**src/rtl/ad5791_pkg.sv**
```systemverilog
// Shared definitions for the four-lane AD5791 DAC driver: frame geometry,
// the DAC register addresses and the control FSM states.
package ad5791_pkg;

  localparam int FRAME_W = 24;
  localparam int LANES   = 4;
  localparam int DAC_W   = 20;

  typedef enum logic [2:0] {
    REG_DAC    = 3'b001,
    REG_CTRL   = 3'b010,
    REG_CLR    = 3'b011,
    REG_SWCTRL = 3'b100
  } reg_addr_t;

  typedef enum logic [1:0] {IDLE, LOAD, SHIFT, GAP} state_t;

  typedef logic [FRAME_W-1:0] frame_t;

  // Write frame for the DAC register: R/W bit low, address, 20-bit code.
  function automatic frame_t dac_write(input logic [DAC_W-1:0] value);
    return {1'b0, REG_DAC, value};
  endfunction

endpackage

```
**src/rtl/ad5791_shift.sv**
```systemverilog
// Four-lane MSB-first serializer sharing one SCLK. Data changes on the
// falling SCLK edge; `last` flags the cycle that ends the final falling edge.
module ad5791_shift
  import ad5791_pkg::*;
#(
  parameter int SCLK_HALF = 2
) (
  input  logic                   clk,
  input  logic                   reset,
  input  logic                   load,
  input  frame_t [LANES-1:0]     data,
  output logic                   sclk,
  output logic [LANES-1:0]       sdin,
  output logic                   last
);

  localparam int                 CNT_W     = (SCLK_HALF > 1) ? $clog2(SCLK_HALF) : 1;
  localparam logic [CNT_W-1:0]   PHASE_END = CNT_W'(SCLK_HALF - 1);
  localparam logic [4:0]         LAST_BIT  = 5'(FRAME_W - 1);

  logic [CNT_W-1:0]   cnt;
  logic [4:0]         bit_cnt;
  logic               active;
  frame_t [LANES-1:0] sr;
  logic               phase_end;

  assign phase_end = (cnt == PHASE_END);
  assign last      = active && sclk && phase_end && (bit_cnt == LAST_BIT);

  always_comb begin
    sdin = '0;
    for (int k = 0; k < LANES; k++) sdin[k] = sr[k][FRAME_W-1];
  end

  // NOTE: non-blocking assignments so every flop samples pre-edge values.
  always_ff @(posedge clk) begin
    if (reset) begin
      active  <= 1'b0;
      sclk    <= 1'b0;
      cnt     <= '0;
      bit_cnt <= '0;
      sr      <= '0;
    end else if (load) begin
      active  <= 1'b1;
      sclk    <= 1'b0;
      cnt     <= '0;
      bit_cnt <= '0;
      sr      <= data;
    end else if (active) begin
      if (phase_end) begin
        cnt  <= '0;
        sclk <= ~sclk;
        // Zeros shift in, so sdin idles low once the last bit has gone.
        if (sclk) begin
          for (int k = 0; k < LANES; k++) sr[k] <= {sr[k][FRAME_W-2:0], 1'b0};
          bit_cnt <= bit_cnt + 1'b1;
          if (bit_cnt == LAST_BIT) active <= 1'b0;
        end
      end else begin
        cnt <= cnt + 1'b1;
      end
    end
  end

endmodule

```
**src/rtl/axis_ad5791.sv**
```systemverilog
// AXI-Stream front end driving four AD5791 DACs over one shared SPI bus.
// Define AD5791_LDAC_EN to add an ldac_n strobe after run-mode frames.
module axis_ad5791
  import ad5791_pkg::*;
#(
  parameter int SCLK_HALF = 2,
  parameter int SYNC_GAP  = 4
) (
  input  logic        a_clk,
  input  logic        reset,
  input  logic [31:0] S_AXIS1_tdata,
  input  logic        S_AXIS1_tvalid,
  input  logic [31:0] S_AXIS2_tdata,
  input  logic        S_AXIS2_tvalid,
  input  logic [31:0] S_AXIS3_tdata,
  input  logic        S_AXIS3_tvalid,
  input  logic [31:0] S_AXIS4_tdata,
  input  logic        S_AXIS4_tvalid,
  input  logic [31:0] S_AXISCFG_tdata,
  input  logic        S_AXISCFG_tvalid,
  input  logic        configuration_mode,
  input  logic [2:0]  configuration_axis,
  input  logic        configuration_send,
  output logic        dac_sclk,
  output logic        dac_sync_n,
  output logic [3:0]  dac_sdin,
  output logic        busy
`ifdef AD5791_LDAC_EN
  ,
  output logic        ldac_n
`endif
);

  localparam int               GAP_W   = (SYNC_GAP > 1) ? $clog2(SYNC_GAP) : 1;
  localparam logic [GAP_W-1:0] GAP_END = GAP_W'(SYNC_GAP - 1);

  state_t                       state, next_state;
  logic [LANES-1:0][DAC_W-1:0]  axis_value, pending, last_sent, run_value;
  logic [LANES-1:0]             axis_valid, dirty;
  frame_t [LANES-1:0]           cfg_word, frame_data;
  logic [GAP_W-1:0]             gap_cnt;
  logic                         frame_cfg, send_q, send_pend, send_edge;
  logic                         start, load, shift_last;
  logic                         unused_bits;

  assign axis_value = {S_AXIS4_tdata[31:12], S_AXIS3_tdata[31:12],
                       S_AXIS2_tdata[31:12], S_AXIS1_tdata[31:12]};
  assign axis_valid = {S_AXIS4_tvalid, S_AXIS3_tvalid, S_AXIS2_tvalid, S_AXIS1_tvalid};
  assign unused_bits = ^{S_AXIS4_tdata[11:0], S_AXIS3_tdata[11:0], S_AXIS2_tdata[11:0],
                         S_AXIS1_tdata[11:0], S_AXISCFG_tdata[31:FRAME_W]};

  assign send_edge = configuration_send && !send_q;
  assign busy      = (state != IDLE);

  // NOTE: defaults first so no path leaves a signal unassigned (no latch).
  always_comb begin
    next_state = state;
    start      = 1'b0;
    load       = 1'b0;
    case (state)
      IDLE: begin
        if (configuration_mode ? send_pend : |dirty) begin
          next_state = LOAD;
          start      = 1'b1;
        end
      end
      LOAD: begin
        load       = 1'b1;
        next_state = SHIFT;
      end
      SHIFT: if (shift_last) next_state = GAP;
      GAP:   if (gap_cnt == GAP_END) next_state = IDLE;
      default: next_state = IDLE;
    endcase
  end

  // Lanes without fresh data repeat the code they last put on the DAC.
  always_comb begin
    run_value  = '0;
    frame_data = '0;
    for (int k = 0; k < LANES; k++) begin
      run_value[k]  = dirty[k] ? pending[k] : last_sent[k];
      frame_data[k] = frame_cfg ? cfg_word[k] : dac_write(run_value[k]);
    end
  end

  always_ff @(posedge a_clk) begin
    if (reset) begin
      state      <= IDLE;
      gap_cnt    <= '0;
      frame_cfg  <= 1'b0;
      dac_sync_n <= 1'b1;
      send_q     <= 1'b0;
      send_pend  <= 1'b0;
    end else begin
      state      <= next_state;
      gap_cnt    <= (state == GAP) ? gap_cnt + 1'b1 : '0;
      dac_sync_n <= !(next_state == LOAD || next_state == SHIFT);
      send_q     <= configuration_send;
      if (start) frame_cfg <= configuration_mode;
      // A new edge wins over consumption so a request during busy is kept.
      if (send_edge && configuration_mode)  send_pend <= 1'b1;
      else if (start && configuration_mode) send_pend <= 1'b0;
    end
  end

  always_ff @(posedge a_clk) begin
    if (reset) begin
      dirty     <= '0;
      last_sent <= '0;
      cfg_word  <= '0;
    end else begin
      for (int k = 0; k < LANES; k++) begin
        if (axis_valid[k])            dirty[k] <= 1'b1;
        else if (load && !frame_cfg)  dirty[k] <= 1'b0;
      end
      if (load && !frame_cfg) last_sent <= run_value;
      if (S_AXISCFG_tvalid && !configuration_axis[2])
        cfg_word[configuration_axis[1:0]] <= S_AXISCFG_tdata[FRAME_W-1:0];
    end
  end

  // NOTE: no reset on pending: dirty qualifies it, so its contents never matter until written.
  always_ff @(posedge a_clk) begin
    for (int k = 0; k < LANES; k++)
      if (axis_valid[k]) pending[k] <= axis_value[k];
  end

  ad5791_shift #(.SCLK_HALF(SCLK_HALF)) u_shift (
    .clk   (a_clk),
    .reset (reset),
    .load  (load),
    .data  (frame_data),
    .sclk  (dac_sclk),
    .sdin  (dac_sdin),
    .last  (shift_last)
  );

`ifdef AD5791_LDAC_EN
  localparam int                LDAC_LEN = 2 * SCLK_HALF;
  localparam int                LDAC_W   = $clog2(LDAC_LEN);
  localparam logic [LDAC_W-1:0] LDAC_END = LDAC_W'(LDAC_LEN - 1);

  logic [LDAC_W-1:0] ldac_cnt;

  // Counts independently of GAP so a short SYNC gap cannot truncate the pulse.
  always_ff @(posedge a_clk) begin
    if (reset) begin
      ldac_n   <= 1'b1;
      ldac_cnt <= '0;
    end else if (state == SHIFT && shift_last && !frame_cfg) begin
      ldac_n   <= 1'b0;
      ldac_cnt <= '0;
    end else if (!ldac_n) begin
      if (ldac_cnt == LDAC_END) ldac_n <= 1'b1;
      ldac_cnt <= ldac_cnt + 1'b1;
    end
  end
`endif

endmodule

```
**config.mk**
```make
export PLATFORM = sky130hd
export DESIGN_NAME = axis_ad5791
export DESIGN_NICKNAME = d
export VERILOG_FILES = /design/src/rtl/ad5791_pkg.sv /design/src/rtl/ad5791_shift.sv /design/src/rtl/axis_ad5791.sv
export SDC_FILE = /design/constraint.sdc
export NUM_CORES = 1
export LEC_CHECK = 0
export ABC_AREA = 1
export CAP_MARGIN = 20
export CELL_PAD_IN_SITES_DETAIL_PLACEMENT = 0
export CELL_PAD_IN_SITES_GLOBAL_PLACEMENT = 1
export CORE_MARGIN = 5
export CORE_UTILIZATION = 45
export DETAILED_ROUTE_END_ITERATION = 8
export GPL_ROUTABILITY_DRIVEN = 0
export PLACE_DENSITY_LB_ADDON = 0.3
export SKIP_CTS_REPAIR_TIMING = 1
export SLEW_MARGIN = 20
export SYNTH_ARGS = -nofsm -noshare
export SYNTH_HDL_FRONTEND = slang
export SYNTH_HIERARCHICAL = 1
export SYNTH_SLANG_ARGS = --single-unit
```
**constraint.sdc**
```tcl
create_clock -name a_clk -period 3.05 [get_ports a_clk]
set_input_delay 0.61 -clock a_clk [delete_from_list [all_inputs] [get_ports a_clk]]
set_output_delay 0.61 -clock a_clk [all_outputs]
set_load 0.01 [all_outputs]
```
# Word level (Yosys, flattened, before mapping)
# Cells that the tools add are included.
# Widths: inputs -> output; s select.
[classes]
n_addsub = 3
order_cmp = 2
eq_ne = 7
mux = 36
bitwise_logic = 2
n_reduce_logical = 30
[ops]
columns = ["cell", "count"]
rows = [
  ["$mux 96", 4],
  ["$mux 24", 5],
  ["$bwmux 96", 1],
  ["$mux 20", 4],
  ["$demux 24 s2", 1],
  ["$reduce_bool 2->1", 9],
  ["$mux 1", 17],
  ["$logic_and 1x1->1", 9],
  ["$eq 2x2->1 const B", 4],
  ["$pmux 2 s4", 1],
  ["$mux 2", 3],
  ["$reduce_and 3->1", 2],
  ["$add 5x1->5 const B", 1],
  ["$eq 5x5->1 const B", 1],
  ["$eq 2x1->1 const B", 2],
  ["$logic_not 1->1", 4],
  ["$reduce_or 2->1", 2],
  ["$reduce_or 4->1", 1],
  ["$lt 2x3->1 const B", 1],
  ["$add 2x1->2 const B", 1],
  ["$ge 2x1->1 const B", 1],
  ["$logic_not 2->1", 1],
  ["$not 1->1", 2],
  ["$reduce_and 2->1", 1],
  ["2 further kinds", 2],
]
[word_totals]
reg_bits = 372
in_bits = 172
output_inout_bits = 7
word_cells = 110

# Logic depth before layout (Yosys ltp)
# Gate-level depths: netlist (run 1).
[logic_depth]
ltp_word = 8
mapped_depth = 10
ltp_nobuf = 9

# Hierarchy
# Netlist (run 1), hierarchy kept.
[by_module_without_submodules]
columns = ["mod", "n_inst", "cells_each", "area_per_inst_um2"]
rows = [
  ["axis_ad5791", 1, 1300, 10780.3],
  ["ad5791_shift", 1, 782, 5114.9],
]

# Least setup slack after synthesis (run 1)
# No wires, ideal clock.
[synth_path]
path_type = "input -> register"
start = "in reset"
end = "reg u_shift/sr[24] in the netlist's numbering"
setup_time_ns = 0.132
t_arrival_ns = 1.371
required_ns = 2.918
slack_ns = 1.546
stages = 4
cell_sequence = "buf_2 > clkbuf_1 > clkbuf_1 > a21oi_1"
[synth_rtl]
columns = ["element", "line_no", "rtl"]
rows = [
  ["start, declared", "axis_ad5791.sv:10", "input logic reset,"],
  ["end signal, assigned", "ad5791_shift.sv:48", "sr <= data;"],
  ["end, declared", "ad5791_shift.sv:24", "frame_t [LANES-1:0] sr;"],
]
# No word-level cell between the ends.

# Worst setup path after layout (run 1)
[layout_path]
start = "reg state[1]"
end = "out busy"
[layout_via]
elab_chain_cells = 1
[layout_rtl]
columns = ["element", "line_no", "rtl"]
rows = [
  ["start, declared", "axis_ad5791.sv:37", "state_t state, next_state;"],
  ["start signal, assigned", "axis_ad5791.sv:96", "state <= next_state;"],
  ["$reduce_bool 2->1", "axis_ad5791.sv:53", "assign busy = (state != IDLE);"],
  ["end, declared", "axis_ad5791.sv:27", "output logic busy"],
]
# Every way passes these cells.

==> results.toml, run 1 <==
[status]
status = "completed"

[worst_setup_path]
worstSetupStartpointType = "flop"
crit_required_ns = 2.44
crit_type = "reg -> out"
r2r_slack_ns = 0.97
critPathMaxFanout = 6
reg2reg_depth = 7
arrival_ns = 1.86
cp-end-kind = "primary output"
timing.rr.start = "state[1]$_SDFF_PP0_"
rr_endpoint = "u_shift/sr[42]$_SDFFE_PP0P_"

[clock_tree]
numCtsBuffers = 41
clk_path_buf_depth = 3
clk_latency_ns = 0.53
cts_sinks = 372
clk_pin_slew_ns = 0.06
cts_root_buf = "clkbuf_16"
cts_tree = "done"
cts_max_level = 2

[final_layout]
nFillCells = 3386
seq_area_um2 = 8252
nets = 2298
drive_above_1_share = 0.05295
num_antenna_cells = 0
multi_input_area_um2 = 6196
final_cells = 2608
area_growth_pct = 16.79
final_util = 0.5348

[logic_synthesis]
synth_area_leaders = "dfxtp_1, edfxtp_1, nand2_1"
synth_top_cell_by_area = "dfxtp_1"
ys_ff_latch = 372
yosys-top-cells-count = "nand2_1, o21ai_0, dfxtp_1"
synth-main-ff-cell = "dfxtp_1"
synth_top_area_frac = 0.3678
synth_cell_types = 29
ys_warn_count = 6
synth_edf_count = 80
syn-instance-count = 2082
synth-async-reset-ratio = 0
yosys.cell_count.top_type = "nand2_1"
ys_seq_area_frac = 0.5189
syn_nets = 2256
syn_area_per_cell_um2 = 7.635
syn_area_um2 = 15900

[place]
numPortBuffers = 122
place_inst = 2535
dpl.hpwl_um = 25750

[sta]
finalSetupTns_ns = 0
tightest_slew_ns = 1.129
setup_viol = 0
period_share = 0.8091
max_freq_mhz = 405.2
hold_violations = 0
maxSlewViolCount = 0
rsz0062_at_grt = "false"
relSlewSlack = 0.2473
layout_min_cycle_time_ns = 2.468
clock-skew-final_ns = 0.01198

[pwr]
swShare = 0.2515
p_per_area_nw_per_um2 = 621.2
internal_power_w = 0.008632
seqPwrFrac = 0.471
power.total_w = 0.01153
combPwrFrac = 0.112
power_switching_w = 0.002901
irDropWorstVdd_v = 0.0004728
clkPwrFrac = 0.417
power_leakage_nw = 6.768

[routing]
drtIter0Drc = 836
drtAntennaViolNets = 0
drt-total-wl_um = 41870
drcViolationCount = 0
via_count = 13350
via_per_inst = 5.117
wl_per_cell_um = 16.05
firstDrtPassIters = 5

[floorplanning]
rows = 68
design.die.area_um2 = 39180
io_pins = 179
core_area_um2 = 34710
initial_core_util = 0.4579
die_w_um = 197.9
die_h_um = 197.9

[worst_hold_path]
min-delay-start = "gap_cnt[0]$_SDFF_PP0_"
holdPathStages = 1
min_to = "gap_cnt[0]$_SDFF_PP0_"
worst_hold_path_type = "reg -> reg"

[global_routing]
grt_first_pass_wirelength_um = 66850
grt_max_degree = 123
track_usage = 0.2103
grt_remaining_overflow = 0
antenna_found_initial = 1
grt_pass1_vias = 12680

[flow_run]
drv_cap = 0
==> per-layer routing <==
metal,track usage,share of wire,up-vias
met3,0.03352,0.044,78
met4,0.07830,0.036,2
li1,-,-,6824
met2,0.3450,0.45,281
met1,0.2816,0.47,6160
met5,0,0.00031,-
==> layout by cell type (no fill, tap or decap), drive strengths merged, types with 31 or more instances in the layout <==
cell,instances
a21oi,188
buf,31
clkbuf,64
clkdlybuf4s50,121
dfxtp,292
edfxtp,80
inv,181
nand2,473
nand3,97
nor2,232
o21ai,346
==> final cells by class <==
type,count,area share
flip-flops and latches,372,0.4445
clock inverters,8,0.002359
clock buffers,64,0.06868
repair buffers,152,0.08337
inverters,181,0.03667
well taps,455,0.03067
multi-input cells,1376,0.3338
==> metrics by stage <==
stage	cell area, um2	hold WS, ns	setup WS, ns
after global placement	17220	0.4152	0.8837
after global routing	18560	0.4528	0.4743
after CTS	18540	0.4372	0.5490
final	18560	0.4311	0.5823
after floorplan	15900	0.4064	1.546
after detailed placement	17220	0.4288	0.8520
==> worst max path at each step <==
| stage | start | endpoint | slack, ns |
|---|---|---|---|
| 2_1_floorplan | reset | u_shift/sr[24]$_SDFFE_PP0P_ | 1.55 |
| 3_3_place_gp | reset | u_shift/sr[61]$_SDFFE_PP0P_ | 0.88 |
| 3_5_place_dp | S_AXIS1_tvalid | pending[18]$_DFFE_PP_ | 0.85 |
| 4_1_cts | state[1]$_SDFF_PP0_ | busy | 0.55 |
| 5_1_grt | state[1]$_SDFF_PP0_ | busy | 0.47 |
| 6_report | state[1]$_SDFF_PP0_ | busy | 0.58 |
==> critical path, cell delays in order (launching register included) <==
cell and delay, ns:
dfxtp_1 0.50, inv_1 0.11, nand2_1 0.15, clkdlybuf4s50_1 0.57
==> flip-flops by register name (all words and copies together), names as in the netlist, 2 cells and up <==
name,count
gap_cnt,2
u_shift/sr,92
state,2
u_shift/sdin,4
u_shift/bit_cnt,5
cfg_word,96
dirty,4
pending,80
last_sent,80
==> power groups by stage <==
stage / Clock [W] / Sequential, W / Combinational [W]
floorplan: 0 / 0.00549 / 0.000862
global placement: 0 / 0.00553 / 0.00126
detailed placement: 0 / 0.00554 / 0.00128
CTS: 0.00493 / 0.00544 / 0.00129
global route: 0.00512 / 0.00547 / 0.00146
finish: 0.00481 / 0.00544 / 0.00129
==> logic make-up after synthesis <==
logic type / share of synthesized area
AND/OR/NAND/NOR: 0.2048
buffers and inverters: 0.09162
flip-flops: 0.5189
multiplexers: 0.01448
adder cells (fa/ha/maj): 0.001574
AO/OA/AOI/OAI: 0.1686
(Power assumes the default switching activity.)
==> run 2: changes to the inputs <==
--- a/config.mk
+++ b/config.mk
@@ -10,7 +10,7 @@
 export CELL_PAD_IN_SITES_DETAIL_PLACEMENT = 0
 export CELL_PAD_IN_SITES_GLOBAL_PLACEMENT = 1
 export CORE_MARGIN = 5
-export CORE_UTILIZATION = 45
+export CORE_UTILIZATION = 37
 export DETAILED_ROUTE_END_ITERATION = 8
 export GPL_ROUTABILITY_DRIVEN = 0
 export PLACE_DENSITY_LB_ADDON = 0.3
==> constraint.sdc (replaced) <==
create_clock -name a_clk -period 2 [get_ports a_clk]
set_input_delay 0.4 -clock a_clk [delete_from_list [all_inputs] [get_ports a_clk]]
set_output_delay 0.4 -clock a_clk [all_outputs]
set_load 0.01 [all_outputs]
==> results.toml, run 2 (synthesized netlist as in run 1, its figures left out) <==
[status]
status = "completed"

[routing]
via_per_inst = 4.921
drt-total-wl_um = 43900
via_count = 13400
wl_per_cell_um = 16.12
drcViolationCount = 0
firstDrtPassIters = 5
drtIter0Drc = 923
drtAntennaViolNets = 0

[worst_setup_path]
cp_slowest_stage_delay_ns = 0.58
crit_type = "reg -> out"
critPathSlowestCell = "clkdlybuf4s50_1"
arrival_ns = 1.55
path_delay_family = "buffers and inverters"
worstSetupStartpointType = "flop"
cp-end-kind = "primary output"
path_buf_inv = 1
crit_required_ns = 1.60
crit_chain = "clkdlybuf4s50_1"
critPathMaxFanout = 2

[place]
dp_slack_ns = -0.03361
place_inst = 2643
numPortBuffers = 122
dpl.hpwl_um = 26930

[final_layout]
largest_reg_flops = 96
nets = 2316
area_growth_pct = 19.99
final_util = 0.4457
num_antenna_cells = 0
top_regs = "cfg_word: 96 flops, u_shift/sr: 92 flops"
regMostFlops = "cfg_word"
layout_commonest_cell = "nand2_1"
final_cells = 2723
drive_above_1_share = 0.06385
final_cell_mix = "nand2_1, o21ai_0, dfxtp_1"
nFillCells = 4281

[sta]
worst_slack_ns = 0.05194
hold_ws_ns = 0.2807
rsz0062_at_grt = "false"
finalSetupTns_ns = 0
hold_violations = 0
max_freq_mhz = 513.3
tightest_slew_ns = 0.6048
clock-skew-final_ns = 0.01935
relSlewSlack = 0.5956
setup_viol = 0
maxSlewViolCount = 0
layout_min_cycle_time_ns = 1.948
period_share = 0.9740

[worst_hold_path]
worst_hold_path_type = "in -> reg"

[global_routing]
grt_max_degree = 94
grt_first_pass_wirelength_um = 68730
grt_remaining_overflow = 0
grt_pass1_vias = 12440
track_usage = 0.1825
antenna_found_initial = 0

[clock_tree]
cts_sinks = 372
clk_pin_slew_ns = 0.06
cts_max_level = 2
clk_path_buf_depth = 3
cts_tree = "done"
clk_latency_ns = 0.58
numCtsBuffers = 43
cts_root_buf = "clkbuf_16"

[floorplanning]
initial_core_util = 0.3715
core_area_um2 = 42790
die_h_um = 217.3
rows = 76
die_w_um = 217.3
design.die.area_um2 = 47210
io_pins = 179

[pwr]
p_per_area_nw_per_um2 = 950.2
power_leakage_nw = 6.978
irDropWorstVdd_v = 0.0005932

[flow_run]
drv_cap = 0
run 2: area by class of cell:
type | count | area [um2] | share of cell area
Clock buffer | 67 | 1331 | 0.06980
Clock inverter | 13 | 77.57 | 0.004067
Inverter | 181 | 681.9 | 0.03575
Multi-Input combinational cell | 1376 | 6201 | 0.3251
Sequential cell | 372 | 8257 | 0.4329
Tap cell | 546 | 683.2 | 0.03582
Timing Repair Buffer | 168 | 1842 | 0.09656
run 2: layer usage:
layer  track usage  vias up  wire length [um]
li1              -     6867                 -
met1        0.2483     6167             20620
met2        0.2997      290             20110
met3       0.03297       76              2070
met4       0.05161        0              1097
met5             0        -                 0
run 2: power by group:
| group | leakage, nW | internal [W] | switching (W) |
|---|---|---|---|
| combinational | 3.11 | 0.000749 | 0.00133 |
| sequential | 3.16 | 0.00811 | 0.000171 |
| clock | 0.708 | 0.00459 | 0.00317 |
run 2: path summary, 6_finish.rpt:
check | from | endpoint | slack (ns) | depth (start not counted)
worst max-delay path | u_shift/sdin[3]$_SDFFE_PP0P_ | dac_sdin[3] | 0.05 | 1
worst min-delay path | reset | cfg_word[45]$_SDFFE_PP0P_ | 0.28 | 4
worst max register to register | state[0]$_SDFF_PP0_ | u_shift/sr[83]$_SDFFE_PP0P_ | 0.25 | 7
worst min register to register | gap_cnt[0]$_SDFF_PP0_ | gap_cnt[0]$_SDFF_PP0_ | 0.44 | 1
run 2: metrics by stage:
step / instance area, um2 / total power, W
after global placement: 17650 / 0.01049
after detailed placement: 17650 / 0.01053
final: 19070 / 0.01812
after global routing: 19070 / 0.01897
after CTS: 19060 / 0.01838
after floorplan: 15900 / 0.009694
==> run 3: changes to the inputs <==
--- a/config.mk
+++ b/config.mk
@@ -9,6 +9,7 @@
 export CAP_MARGIN = 20
 export CELL_PAD_IN_SITES_DETAIL_PLACEMENT = 0
 export CELL_PAD_IN_SITES_GLOBAL_PLACEMENT = 1
+export CORE_ASPECT_RATIO = 1.5
 export CORE_MARGIN = 5
 export CORE_UTILIZATION = 37
 export DETAILED_ROUTE_END_ITERATION = 8
==> results.toml, run 3 (synthesized netlist as in run 1, its figures left out) <==
[global_routing]
track_usage = 0.1932
grt_first_pass_wirelength_um = 71440
grt_max_degree = 121
antenna_found_initial = 1
grt_pass1_vias = 12970
grt_remaining_overflow = 0

[pwr]
power.total_w = 0.01803
p_per_area_nw_per_um2 = 943.6
power_leakage_nw = 7.002
irDropWorstVdd_v = 0.0005783

[worst_hold_path]
worst_hold_path_type = "in -> reg"
min-delay-start = "reset"
min_to = "u_shift/sr[76]$_SDFFE_PP0P_"
holdPathStages = 2

[place]
dp_slack_ns = 0.08858
dpl.hpwl_um = 30700
numPortBuffers = 122

[worst_setup_path]
crit_required_ns = 1.60
reg2reg_depth = 8
crit_type = "reg -> out"
path_buf_inv = 1
rr_endpoint = "u_shift/sr[57]$_SDFFE_PP0P_"
r2r_slack_ns = 0.25
cp_slowest_stage_delay_ns = 0.55
worstSetupStartpointType = "flop"
crit_start = "dac_sync_n$_SDFF_PP1_"
path_delay_family = "buffers and inverters"
cp-end-kind = "primary output"
crit_chain = "clkdlybuf4s50_1"
critPathSlowestCell = "clkdlybuf4s50_1"
critPathMaxFanout = 1
timing.rr.start = "dirty[2]$_SDFFE_PP0P_"
arrival_ns = 1.41

[sta]
worst_slack_ns = 0.1944
rsz0062_at_grt = "false"
finalSetupTns_ns = 0
tightest_slew_ns = 0.6699
layout_min_cycle_time_ns = 1.806
setup_viol = 0
maxSlewViolCount = 0
hold_violations = 0
max_freq_mhz = 553.8
period_share = 0.9028
clock-skew-final_ns = 0.02872
relSlewSlack = 0.5487

[clock_tree]
clk_pin_slew_ns = 0.06
cts_root_buf = "clkbuf_16"
clk_path_buf_depth = 3
cts_max_level = 2
numCtsBuffers = 40
cts_tree = "done"
cts_sinks = 372
clk_latency_ns = 0.55

[final_layout]
regMostFlops = "cfg_word"
area_growth_pct = 20.24
layout_commonest_cell = "nand2_1"
top_regs = "cfg_word: 96 flops, u_shift/sr: 92 flops"
final_util = 0.4475
drive_above_1_share = 0.06431
final_cell_mix = "nand2_1, o21ai_0, dfxtp_1"
nets = 2324
largest_reg_flops = 96

[status]
status = "completed"

[routing]
via_count = 13430
via_per_inst = 4.886
drcViolationCount = 0
drtIter0Drc = 834
wl_per_cell_um = 16.73
drt-total-wl_um = 45990
drtAntennaViolNets = 0
firstDrtPassIters = 7

[floorplanning]
initial_core_util = 0.3722
design.die.area_um2 = 47290
core_area_um2 = 42700
die_h_um = 263.9
die_w_um = 179.2
io_pins = 179
rows = 93

[flow_run]
drv_cap = 0
run 3: changes by cell type in the layout (fill, tap and decap cells not counted), moves of 2 or more:
cell | previous run | this run
buf_4 | 25 | 35
clkinv_1 | 0 | 2
clkinv_2 | 9 | 7
inv_6 | 3 | 1
clkbuf_1 | 10 | 6
clkbuf_8 | 10 | 6
clkbuf_16 | 46 | 41
bufinv_16 | 0 | 4
run 3: worst register-to-register path: cells and delay by family, from the launching register on:
kind / cells / cell delay [ns]
flip-flops: 1 / 0.47
buffers and inverters: 2 / 0.44
multiplexers: 1 / 0.28
AO/OA/AOI/OAI: 3 / 0.28
AND/OR/NAND/NOR: 2 / 0.16
run 3: where the power goes:
group	switching, W	total [W]	internal [W]	leakage (nW)
combinational	0.00143	0.00221	0.000783	3.19
clock	0.00305	0.00754	0.00449	0.654
sequential	0.000173	0.00828	0.00811	3.16
run 3: stage by stage:
step           instance area, um2  std cells  hold WS, ns
2_1_floorplan               15900       2082       0.4064
3_3_place_gp                17780       2678       0.4162
3_5_place_dp                17780       2678       0.4339
4_1_cts                     19100       2747       0.1469
5_1_grt                     19110       2747       0.1521
6_report                    19110       2748       0.1707
run 3: layer usage:
| layer | vias up | wire (um) | global-route usage |
|---|---|---|---|
| met1 | 6211 | 18000 | 0.2251 |
| met3 | 87 | 1691 | 0.02562 |
| met2 | 260 | 23700 | 0.3413 |
| met4 | 0 | 2600 | 0.1007 |
| li1 | 6868 | - | - |
| met5 | - | 0 | 0 |
run 3: how the worst max path moves through the flow:
stage | to | slack [ns] | depth (start not counted)
2_1_floorplan | u_shift/sr[35]$_SDFFE_PP0P_ | 0.57 | 8
3_3_place_gp | cfg_word[3]$_SDFFE_PP0P_ | 0.12 | 9
3_5_place_dp | cfg_word[16]$_SDFFE_PP0P_ | 0.09 | 9
4_1_cts | busy | -0.32 | 3
5_1_grt | u_shift/sr[43]$_SDFFE_PP0P_ | 0.06 | 9
6_report | dac_sync_n | 0.19 | 1
run 3: cell type report:
type	instances	area [um2]
diodes	1	2.502
clock buffers	53	1131
clock inverters	16	195.2
fillers	4318	23590
inverters	181	681.9
multi-input cells	1376	6196
flip-flops and latches	372	8253
well taps	570	713.2
repair buffers	179	1939
